**config.mk**
```make
export PLATFORM = sky130hd
export DESIGN_NAME = serial_add_ctrl
export DESIGN_NICKNAME = d
export VERILOG_FILES = /design/src/rtl/serial_add_pkg.sv /design/src/rtl/add1.sv /design/src/rtl/serial_add_ctrl.sv
export SDC_FILE = /design/constraint.sdc
export NUM_CORES = 1
export LEC_CHECK = 0
export BUFFER_PORTS_ARGS = -buffer_cell sky130_fd_sc_hd__buf_2
export CAP_MARGIN = 10
export CORE_UTILIZATION = 50
export CTS_CLUSTER_DIAMETER = 60
export DETAILED_ROUTE_END_ITERATION = 16
export HOLD_SLACK_MARGIN = 0.05
export PLACE_DENSITY = 0.8
export SKIP_LAST_GASP = 1
export SYNTH_ARGS = -nofsm -noshare
export SYNTH_HDL_FRONTEND = slang
export SYNTH_SLANG_ARGS = --single-unit
```
**constraint.sdc**
```tcl
create_clock -name clk -period 2.3 [get_ports clk]
set_input_delay 0.46 -clock clk [delete_from_list [all_inputs] [get_ports clk]]
set_output_delay 0.46 -clock clk [all_outputs]
set_load 0.02 [all_outputs]
```
**src/rtl/serial_add_pkg.sv**
```systemverilog
// Shared types for the bit-serial add/subtract controller: FSM states and opcodes.
package serial_add_pkg;

    typedef enum logic [1:0] {
        IDLE = 2'd0,
        RUN  = 2'd1,
        DONE = 2'd2
    } state_t;

    localparam logic OP_ADD = 1'b0;
    localparam logic OP_SUB = 1'b1;

endpackage

```
**src/rtl/add1.sv**
```systemverilog
// 1-bit full adder cell used as the serial datapath; purely combinational.
module add1 (
    output logic sum,
    output logic cout,
    input  logic a,
    input  logic b,
    input  logic cin
);

    assign sum  = a ^ b ^ cin;
    assign cout = (a & b) | (cin & (a ^ b));

endmodule

```
**src/rtl/serial_add_ctrl.sv**
```systemverilog
// Bit-serial add/subtract: one full-adder cell walks the operands LSB first, done WIDTH+1 cycles after start.
// Define SERIAL_ADD_OVF_EN to add the signed-overflow output ovf.
module serial_add_ctrl
    import serial_add_pkg::*;
#(
    parameter int WIDTH = 8
) (
    input  logic             clk,
    input  logic             rst,
    input  logic             start,
    input  logic             op,
    input  logic [WIDTH-1:0] a,
    input  logic [WIDTH-1:0] b,
    output logic             ready,
    output logic             busy,
    output logic             done,
    output logic [WIDTH-1:0] result,
    output logic             cout
`ifdef SERIAL_ADD_OVF_EN
    ,
    output logic             ovf
`endif
);

    localparam int CW = $clog2(WIDTH) + 1;

    state_t           state;
    logic [WIDTH-1:0] a_sh;
    logic [WIDTH-1:0] b_sh;
    logic [CW-1:0]    count;
    logic             carry;
    logic             sum_bit;
    logic             carry_nxt;
    logic             last_bit;

    add1 u_add1 (
        .sum  (sum_bit),
        .cout (carry_nxt),
        .a    (a_sh[0]),
        .b    (b_sh[0]),
        .cin  (carry)
    );

    assign last_bit = (count == CW'(WIDTH - 1));
    // The running carry doubles as cout; it is frozen outside RUN so it holds after done.
    assign cout     = carry;

    always_ff @(posedge clk) begin
        if (rst) begin
            state  <= IDLE;
            ready  <= 1'b1;
            busy   <= 1'b0;
            done   <= 1'b0;
            result <= '0;
            a_sh   <= '0;
            b_sh   <= '0;
            count  <= '0;
            carry  <= 1'b0;
`ifdef SERIAL_ADD_OVF_EN
            ovf    <= 1'b0;
`endif
        end else begin
            case (state)
                IDLE, DONE: begin
                    done <= 1'b0;
                    if (start) begin
                        // Subtract is a + ~b + 1: invert b here and seed the carry with 1.
                        a_sh   <= a;
                        b_sh   <= (op == OP_SUB) ? ~b : b;
                        carry  <= (op == OP_SUB);
                        count  <= '0;
                        result <= '0;
                        state  <= RUN;
                        ready  <= 1'b0;
                        busy   <= 1'b1;
                    end else begin
                        state  <= IDLE;
                        ready  <= 1'b1;
                        busy   <= 1'b0;
                    end
                end
                RUN: begin
                    a_sh   <= a_sh >> 1;
                    b_sh   <= b_sh >> 1;
                    result <= {sum_bit, result[WIDTH-1:1]};
                    carry  <= carry_nxt;
                    count  <= count + CW'(1);
                    if (last_bit) begin
`ifdef SERIAL_ADD_OVF_EN
                        ovf   <= carry ^ carry_nxt;
`endif
                        state <= DONE;
                        done  <= 1'b1;
                        ready <= 1'b1;
                        busy  <= 1'b0;
                    end
                end
                default: begin
                    state <= IDLE;
                    ready <= 1'b1;
                    busy  <= 1'b0;
                    done  <= 1'b0;
                end
            endcase
        end
    end

endmodule

```
==> results of run 1 <==
[per-layer routing]
layer  vias to the layer above  share of wire (%)
li1                        624                  -
met1                       590                 47
met2                        25                 47
met3                         5                4.3
met4                         0                1.4
met5                         -                  0
[critical path, delay by kind of cell, from the launching register on]
family,cells,cell delay [ps]
compound gates,2,240
simple gates,1,570
buf+inv,1,320
flops,1,360
[metrics by stage]
stage	total power, mW	area (sq um)	setup WS (ps)	instances
after floorplan	0.7481	1433	988.2	164
after global placement	0.7815	1580	790.3	214
after detailed placement	0.7908	1580	743.6	214
after CTS	1.323	1683	716.2	222
after global routing	1.375	1683	589.7	222
final	1.319	1683	686.4	222
[layout make-up]
type / instances / area (sq um)
Clock inverter: 3 / 65.06
Inverter: 3 / 11.26
Clock buffer: 5 / 37.54
Multi-Input combinational cell: 111 / 676.9
Fill cell: 257 / 1051
Sequential cell: 33 / 660.6
Tap cell: 31 / 38.79
Timing Repair Buffer: 36 / 192.7
[cells by family after synthesis]
family          synth area share [%]
simple gates                   18.60
compound gates                 19.48
flops                          46.11
buf+inv                        6.812
xor+xnor                       4.891
mux                            1.834
fa+ha+maj                      2.271
[sequential cells by signal (all words and copies together), names as in the netlist]
register  count
a_sh          8
b_sh          8
result        8
count         4
busy          1
cout          1
done          1
ready         1
state         1
[Yosys cell counts]
cell,n,area share (%)
dfxtp_1,33,46
a21oi_1,29,10
nand3_1,27,9.4
a22oi_1,14,7.3
nand2_1,10,2.6
buf_2,9,3.1
xor2_1,8,4.9
clkbuf_1,5,1.3
nand2b_1,4,1.7
buf_4,3,1.6
inv_1,3,0.79
nor2_1,3,0.79
nor3_1,3,1.0
nor2b_1,2,0.87
a211oi_2,1,0.87
a2bb2oi_1,1,0.61
and3b_1,1,0.61
fa_1,1,1.4
ha_1,1,0.87
mux2_1,1,0.79
mux2_4,1,1.0
nand3b_1,1,0.52
nand4_1,1,0.44
nor3b_1,1,0.52
o21bai_1,1,0.52
[cells in the final DEF (no fill, tap or decap)]
cell type and count:
nor3b_1 1, xor2_1 8, a2bb2oi_1 1, nor2b_1 1, mux2_4 1, a22oi_1 14
nor3_1 3, nand3b_1 1, buf_4 5, mux2_1 1, nand3_1 27, nand2b_1 4
dfxtp_1 33, o21bai_1 1, inv_1 3, buf_2 31, a21oi_1 29, fa_1 1
nand4_1 1, a211oi_2 1, bufinv_16 2, and3b_1 1, clkinv_2 1, nor2_1 3
nand2_1 10, nor2b_2 1, ha_1 1, clkbuf_4 5
[worst max-delay path by stage]
stage | to | slack, ps | depth (start not counted)
after floorplan | result[7] | 990 | 4
final | cout | 690 | 4
after global placement | cout | 790 | 4
after global routing | cout | 590 | 4
after CTS | cout | 720 | 4
after detailed placement | cout | 740 | 4
[power breakdown]
part           switching (mW)  total, mW  internal (mW)
clock                   0.204      0.541          0.336
combinational          0.0973      0.162         0.0646
sequential             0.0165      0.616          0.600
==> flow_metrics.env, run 1 <==
export IMPL_status="finished, final reports clean"
export IMPL_max_slew_margin_pct=53.05
export IMPL_arrival_ps=1840
export IMPL_syn_inst=164
export IMPL_cts_buffer_depth=2
export IMPL_holdPathStages=3
export IMPL_ff2ff_path_depth=4
export IMPL_worst_slew_pin_slew_ps=704.2
export IMPL_timing_hold_ws_ps=340.1
export IMPL_cts_made_buffers=5
export IMPL_hp_start="a[7]"
export IMPL_io_buffers=31
export IMPL_rsz0062_at_grt="false"
export IMPL_worstSetupEndpointType="register"
export IMPL_wire_per_inst_microns=12.92
export IMPL_grt_use_met2_pct=32.19
export IMPL_fin_crit_ps=1614
export IMPL_yosysUniqueCellTypes=25
export IMPL_clk_latency_ps=350
export IMPL_drt_first_iter_violations=37
export IMPL_core_area_sq_um=2734
export IMPL_fin_nets=212
export IMPL_grt_pass1_vias=1084
export IMPL_leakage_nw=0.6736
export IMPL_final_core_util_pct=61.56
export IMPL_gp_congestion=0.7303
export IMPL_drcViolationCount=0
export IMPL_synthesis_nets=186
export IMPL_seq_area_frac_synth_pct=46.11
export IMPL_reg2reg_slack_ps=690
export IMPL_setup_viol_count_final=0
export IMPL_die_area_sq_um=3084
export IMPL_dpl_hpwl_microns=1930
export IMPL_start_util_pct=52.40
export IMPL_ys_ff_latch=33
export IMPL_hold_viol_final=0
export IMPL_synth_warnings=0
export IMPL_vias=1244
export IMPL_layout_drive_gt1_share_pct=24.61
export IMPL_slowest_delay_ps=570
export IMPL_grt_busiest_layer="met2"
export IMPL_io_pins=32
export IMPL_viasPerCell=5.604
export IMPL_area_growth_pct=17.47
export IMPL_clkSinkCount=33
export IMPL_cts_tree="yes"
export IMPL_grt_antenna_before_repair=0
export IMPL_grtUsageMet1_pct=24.51
export IMPL_r2r_end="cout"
export IMPL_cts_hold_fix_buffers=0
export IMPL_die_h_microns=55.53
export IMPL_final_max_slew_viol_count=0
export IMPL_ctsResizeCount=0
export IMPL_syn_area_sq_um=1433
export IMPL_critPathLaunch="state[1]"
export IMPL_crit_required_ps=2530
export IMPL_drtPass1Iterations=4
export IMPL_num_antenna_cells=0
export IMPL_ant_nets=0
export IMPL_grt_total_usage_pct=19.81
export IMPL_synth_avg_cell_area_sq_um=8.736
export IMPL_holdCritPathClass="input pin to register"
export IMPL_crit_chain="nand2b_1 > buf_4 > a2bb2oi_1 > a21oi_1"
export IMPL_totalWireLength_microns=2868
export IMPL_maxCapViolations=0
export IMPL_grt_pass1_wl_microns=4781
export IMPL_crit_path_top_delay_cell="nand2b_1"
export IMPL_fmax_mhz=619.7
export IMPL_met3_usage_pct=7.728
export IMPL_grt_max_degree=28
export IMPL_powerDensity_nw_per_um2=783.8
export IMPL_htree_levels=2
export IMPL_grt_overflow_total=0
export IMPL_cts_root_buf="clkbuf_4"
export IMPL_r2r_start="state[1]"
export IMPL_whs_endpoint="a_sh[7]"
export IMPL_path_clk_slew_ps=110
export IMPL_die_w_microns=55.53
export IMPL_ir_drop_mv=0.6421
export IMPL_setup_tns_ps=0
export IMPL_path_max_fanout=18
export IMPL_min_period_over_period_pct=70.16
export IMPL_worstSetupStartpointType="register"
export IMPL_skew_ps=10.51
export IMPL_postCtsSetupBuffers=0
export IMPL_num_rows=19
export IMPL_path_class="register to register"
No activity file was read; power rests on OpenSTA's default activity.
==> inputs of run 2 (changes only) <==
--- a/config.mk
+++ b/config.mk
@@ -5,13 +5,14 @@
 export SDC_FILE = /design/constraint.sdc
 export NUM_CORES = 1
 export LEC_CHECK = 0
+export ABC_AREA = 1
 export BUFFER_PORTS_ARGS = -buffer_cell sky130_fd_sc_hd__buf_2
 export CAP_MARGIN = 10
 export CORE_UTILIZATION = 50
 export CTS_CLUSTER_DIAMETER = 60
 export DETAILED_ROUTE_END_ITERATION = 16
 export HOLD_SLACK_MARGIN = 0.05
-export PLACE_DENSITY = 0.8
+export PLACE_DENSITY = 0.79
 export SKIP_LAST_GASP = 1
 export SYNTH_ARGS = -nofsm -noshare
 export SYNTH_HDL_FRONTEND = slang
==> constraint.sdc (replaced) <==
create_clock -name clk -period 1.55 [get_ports clk]
set_input_delay 0.31 -clock clk [delete_from_list [all_inputs] [get_ports clk]]
set_output_delay 0.31 -clock clk [all_outputs]
set_load 0.02 [all_outputs]
==> flow_metrics.env, run 2 <==
export IMPL_status="finished, final reports clean"
export IMPL_die_w_microns=58.38
export IMPL_holdCritPathClass="input pin to register"
export IMPL_hold_viol_final=0
export IMPL_maxCapViolations=0
export IMPL_cts_root_buf="clkbuf_4"
export IMPL_postCtsSetupBuffers=0
export IMPL_nFillCells=304
export IMPL_synth_warnings=0
export IMPL_p_sw_uw=482.2
export IMPL_p_comb_share_pct=14.3
export IMPL_totalWireLength_microns=3018
export IMPL_final_cell_mix="nand2_1 (91), dfxtp_1 (33), inv_1 (31), buf_2 (31), nand3_1 (20)"
export IMPL_p_seq_share_pct=49.4
export IMPL_drt_first_iter_violations=49
export IMPL_finalPower_mw=1.854
export IMPL_syn_area_sq_um=1589
export IMPL_path_clk_slew_ps=110
export IMPL_rsz0062_at_grt="false"
export IMPL_core_area_sq_um=3028
export IMPL_crit_path_top_delay_cell="dfxtp_1"
export IMPL_fin_crit_ps=1264
export IMPL_synth_common_cells="nand2_1 (91), dfxtp_1 (33), inv_1 (31), nand3_1 (20), a21oi_1 (13)"
export IMPL_path_class="register to output pin"
export IMPL_final_max_slew_viol_count=0
export IMPL_start_util_pct=52.48
export IMPL_syn_inst=231
export IMPL_arrival_ps=950
export IMPL_layout_drive_gt1_share_pct=24.81
export IMPL_synthArstFlopShare_pct=0
export IMPL_ys_ff_latch=33
export IMPL_io_buffers=31
export IMPL_synth_top_area_share_pct=41.57
export IMPL_ctsResizeCount=0
export IMPL_min_period_over_period_pct=81.57
export IMPL_final_common_cell="nand2_1"
export IMPL_cts_hold_fix_buffers=0
export IMPL_fin_nets=287
export IMPL_num_antenna_cells=0
export IMPL_io_pins=32
export IMPL_powerDensity_nw_per_um2=994.9
export IMPL_reg_top3="a_sh x8, b_sh x8, result x8"
export IMPL_crit_chain="buf_2"
export IMPL_worst_slew_pin_slew_ps=461.8
export IMPL_viasPerCell=4.658
export IMPL_clkSinkCount=33
export IMPL_num_rows=20
export IMPL_synth_area_leaders="dfxtp_1 (42%), nand2_1 (21%), inv_1 (7.3%), nand3_1 (6.3%), a21oi_2 (4.4%)"
export IMPL_area_growth_pct=17.24
export IMPL_dpl_hpwl_microns=2185
export IMPL_seq_area_frac_synth_pct=41.57
export IMPL_vias=1444
export IMPL_cts_made_buffers=5
export IMPL_clk_latency_ps=340
export IMPL_yosysUniqueCellTypes=22
export IMPL_yosysMostFrequentCell="nand2_1"
export IMPL_gp_congestion=0.7776
export IMPL_drtPass1Iterations=4
export IMPL_grt_overflow_total=0
export IMPL_grt_max_degree=20
export IMPL_htree_levels=2
export IMPL_path_max_fanout=4
export IMPL_ir_drop_mv=0.7085
export IMPL_synthesis_nets=253
export IMPL_synth_avg_cell_area_sq_um=6.879
export IMPL_skew_ps=13.45
export IMPL_max_slew_margin_pct=69.18
export IMPL_ant_nets=0
export IMPL_grt_pass1_vias=1261
export IMPL_cp_num_buf_inv=1
export IMPL_synth_top_area_cell="dfxtp_1"
export IMPL_wire_per_inst_microns=9.735
export IMPL_die_area_sq_um=3408
export IMPL_grt_antenna_before_repair=0
export IMPL_drcViolationCount=0
export IMPL_die_h_microns=58.38
export IMPL_cts_tree="yes"
export IMPL_cts_buffer_depth=2
export IMPL_yosys_most_used_dff="dfxtp_1"
export IMPL_worstSetupStartpointType="register"
export IMPL_pre_cts_ws_ps=315.8
export IMPL_swShare_pct=26.02
export IMPL_internal_power_mw=1.371
export IMPL_critPathTopFamily="flip-flops"
export IMPL_synth_edf_count=0
export IMPL_fmax_mhz=790.9
export IMPL_p_clk_share_pct=36.4
export IMPL_crit_required_ps=1240
export IMPL_grt_total_usage_pct=19.94
export IMPL_worst_slack_ps=285.6
export IMPL_setup_tns_ps=0
export IMPL_reg2reg_slack_ps=300
export IMPL_worstSetupEndpointType="output pin"
export IMPL_leakage_nw=0.9326
export IMPL_grt_pass1_wl_microns=5119
export IMPL_slowest_delay_ps=420
export IMPL_setup_viol_count_final=0
-- run 2: changes by cell type after synthesis, moves of 4 or more --
cell | before | now
nand2b_1 | 4 | 0
nand3_1 | 27 | 20
nand2_2 | 0 | 9
buf_2 | 9 | 5
nand2_1 | 10 | 91
a21oi_2 | 0 | 8
inv_1 | 3 | 31
a21oi_1 | 29 | 13
xor2_1 | 8 | 1
clkbuf_1 | 5 | 1
a22oi_1 | 14 | 0
-- run 2: final cells by class --
type / instances / area (sq um) / share of cell area (%)
multi-input combinational: 155 / 739.5 / 39.69
clock buffer: 7 / 55.05 / 2.955
inverter: 34 / 130.1 / 6.985
tap: 44 / 55.05 / 2.955
sequential: 33 / 660.6 / 35.46
clock inverter: 1 / 30.03 / 1.612
timing repair buffer: 36 / 192.7 / 10.34
-- run 2: cell families (layout without fill, tap and decap cells) --
| group | after synthesis | in the layout | synth area share, % |
|---|---|---|---|
| buf+inv | 43 | 78 | 11.89 |
| xor+xnor | 1 | 1 | 0.5513 |
| compound gates | 26 | 26 | 10.08 |
| fa+ha+maj | 2 | 2 | 2.047 |
| simple gates | 126 | 126 | 33.86 |
| flops | 33 | 33 | 41.57 |
-- run 2: power groups by stage --
stage | registers (mW) | clock network (mW) | logic, mW
after floorplan | 0.938 | 0 | 0.192
after global placement | 0.933 | 0 | 0.264
after detailed placement | 0.934 | 0 | 0.266
after CTS | 0.915 | 0.690 | 0.268
after global routing | 0.921 | 0.715 | 0.303
final | 0.915 | 0.674 | 0.265
-- run 2: worst paths after layout --
| path | from | cells past startpoint | endpoint |
|---|---|---|---|
| setup / recovery | busy | 1 | busy |
| hold / removal | a[7] | 3 | a_sh[7] |
| setup reg to reg | busy | 7 | a_sh[4] |
| hold reg to reg | ready | 2 | ready |
-- run 2: routing by layer --
metal / track usage [%] / vias up / share of wire [%]
met2: 33.33 / 29 / 46
met4: 8.844 / 0 / 1.8
met3: 6.593 / 7 / 4.8
met5: 0 / - / 0
met1: 23.36 / 639 / 48
li1: - / 769 / -
-- run 2: worst reg2reg max path: stages, from the launching register on --
cell,delay (ps)
dfxtp_1,420
inv_2,70
nor2_4,240
buf_4,210
nand2_1,60
nand2_1,60
inv_1,40
a21oi_1,100
-- run 2: stage by stage --
stage | std cells | utilization, % | hold slack, ps | area, sq um
final | 310 | 61.53 | 220.3 | 1863
after CTS | 310 | 61.53 | 212.1 | 1863
after floorplan | 231 | - | 443.5 | 1589
after global routing | 310 | 61.53 | 228.4 | 1863
after detailed placement | 302 | 58.72 | 444.9 | 1778
after global placement | 302 | 58.72 | 435.6 | 1778
==> inputs of run 3 (changes only) <==
==> constraint.sdc (replaced) <==
create_clock -name clk -period 1.3 [get_ports clk]
set_input_delay 0.26 -clock clk [delete_from_list [all_inputs] [get_ports clk]]
set_output_delay 0.26 -clock clk [all_outputs]
set_load 0.02 [all_outputs]
==> flow_metrics.env, run 3 (synthesized netlist as in run 2, its figures left out) <==
export IMPL_cts_made_buffers=5
export IMPL_drtPass1Iterations=4
export IMPL_drt_first_iter_violations=53
export IMPL_p_seq_share_pct=56.9
export IMPL_swShare_pct=28.48
export IMPL_final_common_cell="nand2_1"
export IMPL_crit_required_ps=1580
export IMPL_viasPerCell=4.655
export IMPL_area_growth_pct=15.75
export IMPL_htree_levels=2
export IMPL_die_h_microns=58.38
export IMPL_cts_hold_fix_buffers=0
export IMPL_maxCapViolations=0
export IMPL_grt_overflow_total=0
export IMPL_skew_ps=12.55
export IMPL_die_w_microns=58.38
export IMPL_critPathTopFamily="adder cells"
export IMPL_core_area_sq_um=3028
export IMPL_slowest_delay_ps=400
export IMPL_path_class="register to register"
export IMPL_grt_pass1_vias=1234
export IMPL_cts_root_buf="clkbuf_4"
export IMPL_clk_latency_ps=340
export IMPL_setup_tns_ps=0
export IMPL_fin_crit_ps=1177
export IMPL_max_slew_margin_pct=76.51
export IMPL_rsz0062_at_grt="false"
export IMPL_fmax_mhz=849.8
export IMPL_grt_pass1_wl_microns=5092
export IMPL_reg_top3="a_sh x8, b_sh x8, result x8"
export IMPL_die_area_sq_um=3408
export IMPL_internal_power_mw=1.369
export IMPL_totalWireLength_microns=3014
export IMPL_clkSinkCount=33
export IMPL_hold_viol_final=0
export IMPL_gp_congestion=0.7857
export IMPL_powerDensity_nw_per_um2=1041
export IMPL_cts_buffer_depth=2
export IMPL_cts_tree="yes"
export IMPL_setup_viol_count_final=0
export IMPL_cp_num_buf_inv=3
export IMPL_worstSetupEndpointType="register"
export IMPL_p_clk_share_pct=26.1
export IMPL_io_pins=32
export IMPL_ant_nets=0
export IMPL_final_max_slew_viol_count=0
export IMPL_fin_nets=289
export IMPL_cpMostUsedCell="inv_1"
export IMPL_path_clk_slew_ps=100
export IMPL_vias=1443
export IMPL_holdCritPathClass="input pin to register"
export IMPL_p_sw_uw=545.2
export IMPL_worstSetupStartpointType="register"
export IMPL_p_comb_share_pct=17.0
export IMPL_status="finished, final reports clean"
export IMPL_wire_per_inst_microns=9.723
export IMPL_min_period_over_period_pct=90.52
export IMPL_io_buffers=31
export IMPL_layout_drive_gt1_share_pct=25.56
export IMPL_arrival_ps=1460
export IMPL_dpl_cell_area_sq_um=1793
export IMPL_postCtsSetupBuffers=0
export IMPL_ir_drop_mv=0.5787
export IMPL_start_util_pct=52.48
export IMPL_final_cell_mix="nand2_1 (91), dfxtp_1 (32), inv_1 (31), buf_2 (31), nand3_1 (20)"
export IMPL_num_antenna_cells=0
export IMPL_grt_antenna_before_repair=0
export IMPL_worst_slew_pin_slew_ps=352.0
export IMPL_dpl_hpwl_microns=2147
export IMPL_drcViolationCount=0
export IMPL_leakage_nw=0.9236
export IMPL_finish_instance_area_sq_um=1839
export IMPL_crit_path_top_delay_cell="fa_1"
export IMPL_grt_total_usage_pct=20.10
export IMPL_path_max_fanout=3
export IMPL_grt_max_degree=20
export IMPL_num_rows=20
export IMPL_crit_chain="inv_1 > fa_1 > inv_1 > nand2_1 > nand2_1 > inv_1 > a21oi_1"
run 3: cell type report:
type	instances	area, sq um
Fill cell	291	1189
Timing Repair Buffer	38	207.7
Inverter	34	132.6
Clock inverter	1	5.005
Multi-Input combinational cell	155	739.5
Clock buffer	5	37.54
Sequential cell	33	661.9
Tap cell	44	55.05
run 3: layer usage:
metal / wire length [microns] / up-vias / share of wire (%) / GRT usage [%]
met1: 1415 / 641 / 47 / 23.70
met2: 1384 / 26 / 46 / 32.84
li1: - / 770 / - / -
met5: 0 / - / 0 / 0
met3: 143 / 6 / 4.7 / 7.253
met4: 71 / 0 / 2.4 / 9.184
run 3: what timing repair did:
action	in CTS	in global routing
hold endpoints to repair	0	0
gates resized for setup	0	2
endpoints found under the setup margin	0	2
run 3: power groups by stage:
stage / logic (mW) / registers (mW) / clock network [mW]
floorplan: 0.229 / 1.12 / 0
global placement: 0.319 / 1.11 / 0
detailed placement: 0.326 / 1.11 / 0
CTS: 0.327 / 1.09 / 0.533
global route: 0.368 / 1.10 / 0.574
finish: 0.325 / 1.09 / 0.500
run 3: path summary, 6_finish.rpt:
path	start	end	slack [ps]	cells after the start
setup / recovery	cout	cout	120	7
hold / removal	a[7]	a_sh[7]	190	3
setup reg to reg	cout	cout	120	7
hold reg to reg	ready	ready	450	2
run 3: stage by stage:
| stage | cells | setup WS (ps) | power [mW] | hold slack, ps | util, % |
|---|---|---|---|---|---|
| CTS | 310 | 79.52 | 1.950 | 164.4 | 60.62 |
| global placement | 304 | 153.8 | 1.430 | 436.1 | 59.21 |
| detailed placement | 304 | 132.9 | 1.438 | 438.7 | 59.21 |
| floorplan | 231 | 35.16 | 1.347 | 418.8 | - |
| finish | 310 | 123.2 | 1.914 | 185.2 | 60.74 |
| global route | 310 | 25.01 | 2.039 | 177.5 | 60.74 |
run 3: worst register-to-register path: stages (launching register included):
cell and delay [ps]:
dfxtp_1 360, inv_1 70, fa_1 400, inv_1 60
nand2_1 50, nand2_1 50, inv_1 40, a21oi_1 100
